==> src/rtl/pi_tx_scheduler.sv <==
// rtl/pi_tx_scheduler.sv - round-robin scheduler feeding the shared SPI-to-Pi sender
// Grants one producer per frame, converts its sample to sign-magnitude and paces start.
module pi_tx_scheduler #(
  parameter int N_CH        = 4,
  parameter int SCLK_DIV    = 64,
  parameter int HOLD_SCLKS  = 2,
  parameter int FRAME_SCLKS = 16
) (
  input  logic                 clk,
  input  logic                 reset,
  input  logic                 enable,
  input  logic [N_CH-1:0]      req,
  input  logic [11*N_CH-1:0]   sample_in,
  output logic [N_CH-1:0]      ack,
  output logic [10:0]          voltage,
  output logic                 start,
  output logic                 busy,
  output logic [2:0]           ch_sel,
  output logic                 sat
);

  localparam int CW = $clog2(FRAME_SCLKS * SCLK_DIV + 1);
  localparam logic [CW-1:0] HOLD_LAST = CW'(HOLD_SCLKS * SCLK_DIV - 1);
  // One cycle shorter than the remaining frame: the IDLE grant cycle closes the period.
  localparam logic [CW-1:0] WAIT_LAST = CW'((FRAME_SCLKS - HOLD_SCLKS) * SCLK_DIV - 2);

  typedef enum logic [1:0] {IDLE, START_HI, WAIT} state_t;

  state_t            state, state_next;
  logic [CW-1:0]     count, count_next;
  logic [2:0]        ptr;
  logic              grant;

  logic [2*N_CH-1:0] req_dbl;
  logic [N_CH-1:0]   req_rot;
  logic              grant_found;
  logic [3:0]        grant_off, grant_sum, ptr_sum;
  logic [2:0]        grant_idx, ptr_next;
  logic [10:0]       sel_sample, neg_sample, conv_val;
  logic              conv_sat;

  // Rotate requests so bit 0 is the pointer channel; the lowest set bit wins.
  always_comb begin
    req_dbl     = {req, req};
    req_rot     = N_CH'(req_dbl >> ptr);
    grant_found = 1'b0;
    grant_off   = '0;
    for (int k = 0; k < N_CH; k++) begin
      if (!grant_found && req_rot[k]) begin
        grant_found = 1'b1;
        grant_off   = 4'(k);
      end
    end
    grant_sum = {1'b0, ptr} + grant_off;
    if (grant_sum >= 4'(N_CH)) grant_sum = grant_sum - 4'(N_CH);
    grant_idx = grant_sum[2:0];
    ptr_sum   = {1'b0, grant_idx} + 4'd1;
    if (ptr_sum == 4'(N_CH)) ptr_sum = '0;
    ptr_next  = ptr_sum[2:0];
  end

  always_comb begin
    sel_sample = '0;
    for (int i = 0; i < N_CH; i++) begin
      if (grant_idx == 3'(i)) sel_sample = sample_in[11*i +: 11];
    end
    neg_sample = -sel_sample;
    conv_sat   = (sel_sample == 11'h400);
    if (!sel_sample[10])  conv_val = {1'b0, sel_sample[9:0]};
    else if (conv_sat)    conv_val = 11'h7FF;
    else                  conv_val = {1'b1, neg_sample[9:0]};
  end

  always_ff @(posedge clk or posedge reset) begin
    if (reset) begin
      state <= IDLE;
      count <= '0;
    end else begin
      state <= state_next;
      count <= count_next;
    end
  end

  always_comb begin
    state_next = state;
    count_next = count;
    grant      = 1'b0;
    case (state)
      IDLE: begin
        if (enable && grant_found) begin
          grant      = 1'b1;
          state_next = START_HI;
          count_next = '0;
        end
      end
      START_HI: begin
        if (count == HOLD_LAST) begin
          state_next = WAIT;
          count_next = '0;
        end else begin
          count_next = count + 1'b1;
        end
      end
      WAIT: begin
        if (count == WAIT_LAST) begin
          state_next = IDLE;
          count_next = '0;
        end else begin
          count_next = count + 1'b1;
        end
      end
      default: state_next = IDLE;
    endcase
  end

  // Outputs are registered from the next-state decode so start/busy align with the state.
  always_ff @(posedge clk or posedge reset) begin
    if (reset) begin
      ack     <= '0;
      voltage <= '0;
      start   <= 1'b0;
      busy    <= 1'b0;
      ch_sel  <= '0;
      sat     <= 1'b0;
      ptr     <= '0;
    end else begin
      ack   <= '0;
      sat   <= 1'b0;
      start <= (state_next == START_HI);
      busy  <= (state_next != IDLE);
      if (grant) begin
        voltage <= conv_val;
        ack     <= N_CH'(1) << grant_idx;
        ch_sel  <= grant_idx;
        ptr     <= ptr_next;
        sat     <= conv_sat;
      end
    end
  end

endmodule

==> config.mk <==
export PLATFORM = sky130hd
export DESIGN_NAME = pi_tx_scheduler
export DESIGN_NICKNAME = d
export VERILOG_FILES = /design/src/rtl/pi_tx_scheduler.sv
export SDC_FILE = /design/constraint.sdc
export NUM_CORES = 1
export LEC_CHECK = 0
export CORE_ASPECT_RATIO = 1.2
export CORE_MARGIN = 1
export CORE_UTILIZATION = 50
export DETAILED_ROUTE_END_ITERATION = 8
export PLACE_DENSITY = 0.92
export SYNTH_ARGS = -nofsm -noshare
export SYNTH_HDL_FRONTEND = slang
export SYNTH_SLANG_ARGS = --single-unit
==> constraint.sdc <==
create_clock -name clk -period 12.3 [get_ports clk]
set_clock_uncertainty 0.05 [all_clocks]
set_input_delay 1.845 -clock clk [delete_from_list [all_inputs] [get_ports clk]]
set_output_delay 1.845 -clock clk [all_outputs]
set_load 0.01 [all_outputs]
==> impl_metrics.tcl <==
set metrics [dict create \
    synth_area_um2 2685 \
    synth-seq-cells 37 \
    die_h_um 82.28 \
    layout_min_cycle_time_ns 6.340 \
    cts_max_path_buffers 2 \
    drive_gt1_frac 0.05867 \
    fin_crit_sh 0.5154 \
    postCtsSetupBuffers 0 \
    ios 72 \
    required_ns 12.43 \
    tns_ns 0 \
    p_sw_mw 0.08189 \
    numPortBuffers 71 \
    switching_share 0.2712 \
    finalHoldViolCount 0 \
    vdd_drop_max_v 0.00004129 \
    cts-root-buf "clkbuf_8" \
    nNetsFinal 440 \
    synth_fp_nets 375 \
    start_util 0.5322 \
    p_clk_frac 0.370 \
    worst_ep_arrival_time_ns 6.47 \
    routed_wl_mm 6.723 \
    grt_usage 0.2578 \
    yosys.area.top_type "dfrtp_1" \
    end_kind "flop" \
    p_comb_frac 0.228 \
    clk_pin_slew_ns 0.08 \
    num_vias 2612 \
    yosysTopAreaCellShare 0.3448 \
    maxSlewViolCount 0 \
    fmax_mhz 157.7 \
    synth_area_per_cell_um2 8.690 \
    yosysUniqueCellTypes 61 \
    power.share.sequential 0.403 \
    status "complete, no violations" \
    setup_viol_count_final 0 \
    rows 28 \
    internal-power_mw 0.2200 \
    hp-class "reg2reg" \
    fp.coreArea_um2 5045 \
    insertion_delay_ns 0.29 \
    power-per-cell-area_nw_per_um2 85.63 \
    layout_common_cells "clkdlybuf4s50_1, dfrtp_1, o21ai_0, nor2_1, nand2_1" \
    grt_pass1_vias 2479 \
    cts_sinks 37 \
    ys_seq_area_frac 0.3448 \
    cts_buffers 5 \
    dieArea_um2 5668 \
    synth_warnings 0 \
    crit_path_start_kind "primary input" \
    routabilityCongestion 0.9205 \
    cts_resized 0 \
    synthArstFlopShare 1.000 \
    slew_headroom 0.2023 \
    rsz0062_at_grt "no" \
    path_class "in2reg" \
    cts_tree "done" \
    diodes 0 \
    ant_nets 0 \
    syn_to_final_growth_pct 31.31 \
    post-dp-hpwl_mm 5.139 \
    leakage_nw 1.480 \
    wl_per_cell_um 15.46 \
    synth-edff-count 0 \
    grt_pass1_wl_mm 11.01 \
    viasPerCell 6.005 \
    grt_max_degree 38 \
    drc_errors 0 \
    fin_util 0.6989 \
    drt_iter0_drc 214 \
    cp_max_fo 18 \
    cts_max_level 2 \
    synthFlopType "dfrtp_1" \
    dieWidth_um 68.90 \
    synth_cells 309 \
    layout_commonest_cell "clkdlybuf4s50_1" \
    max_slew.worst_pin.slew_ns 1.184 \
    ys_top_cells_by_area "dfrtp_1, ha_1, o21ai_0" \
    fill_cells 406 \
    drt_pass1_iterations 4 \
    grt_antenna_before_repair 0 \
    cap_violations 0 \
    ctsHoldBuffers 0 \
    overflow 0 \
]
==> cell usage after synthesis (9+ instances only) <==
master / n
a21oi_1: 16
nand3_1: 10
ha_1: 14
nor2_1: 24
inv_1: 19
a31oi_1: 12
o21ai_0: 25
dfrtp_1: 37
o31ai_1: 9
and3_1: 10
nand2_1: 21
==> through the flow <==
| step | hold slack [ns] | power (mW) | area (µm²) | setup WS, ns | cells |
|---|---|---|---|---|---|
| 6_report | 0.4369 | 0.3019 | 3526 | 5.960 | 435 |
| 5_1_grt | 0.4846 | 0.3150 | 3526 | 5.611 | 435 |
| 4_1_cts | 0.4466 | 0.3026 | 3526 | 6.015 | 435 |
| 3_5_place_dp | 0.4302 | 0.1917 | 3406 | 5.718 | 427 |
| 3_3_place_gp | 0.4162 | 0.1899 | 3406 | 5.907 | 427 |
| 2_1_floorplan | 0.4202 | 0.1659 | 2685 | 6.725 | 309 |
==> final timing paths <==
kind,start,slack (ns),depth (start not counted),end
max,req[2],5.96,19,voltage[8]
min,ch_sel[0],0.44,2,ch_sel[0]
min in group asynchronous,reset,1.92,3,voltage[1]
max reg2reg,ptr[0],7.47,18,voltage[8]
max in group asynchronous,reset,9.96,3,count[10]
min reg2reg,ch_sel[0],0.44,2,ch_sel[0]
==> state kept, by name, indices dropped and copies added (netlist names) <==
name,flops
ack,4
busy,1
ch_sel,3
count,11
ptr,3
sat,1
start,1
state,2
voltage,11
==> per-layer routing <==
metal  global-route usage  routed length [µm]
met5                    0                   0
met4              0.08776                 133
met3              0.05082                 424
met2               0.4524                3397
met1               0.3081                2768
==> power groups by stage <==
stage                     Combinational (mW)  Clock [mW]  Sequential [mW]
after floorplan                       0.0420           0            0.124
after global placement                0.0660           0            0.124
after detailed placement              0.0677           0            0.124
after CTS                             0.0680       0.113            0.122
after global routing                  0.0754       0.118            0.122
final                                 0.0687       0.112            0.122
==> layout make-up <==
class,count,area (µm²),area share
multi-input cells,238,1612,0.4571
flip-flops and latches,37,925.9,0.2626
repair buffers,72,718.2,0.2037
clock buffers,6,82.58,0.02342
inverters,20,75.07,0.02129
well taps,60,75.07,0.02129
clock inverters,2,37.54,0.01065
==> worst max-delay path, cell delays in order <==
cell and delay [ns]:
clkdlybuf4s50_1 0.58, a21oi_1 0.10, o32a_1 0.28, nor2_1 0.10, a21oi_1 0.05, o22ai_1 0.18
ha_1 0.20, inv_1 0.05, fa_1 0.55, inv_1 0.10, ha_1 0.23, ha_1 0.38
a21oi_2 0.55, a22oi_1 0.20, ha_1 0.29, nand2_1 0.12, nor4b_4 0.07, or3_1 0.37
a32o_1 0.23
==> logic make-up (layout without fill, tap and decap cells) <==
logic type / count (synthesis) / in the layout / share of synthesized area
XOR/XNOR: 4 / 4 / 0.01305
AO/OA/AOI/OAI: 114 / 114 / 0.3001
AND/OR/NAND/NOR: 105 / 105 / 0.2144
buffers and inverters: 34 / 100 / 0.05498
flip-flops: 37 / 37 / 0.3448
adder cells (fa/ha/maj): 15 / 15 / 0.07269
Note: power is estimated with default switching activity, not from simulation.
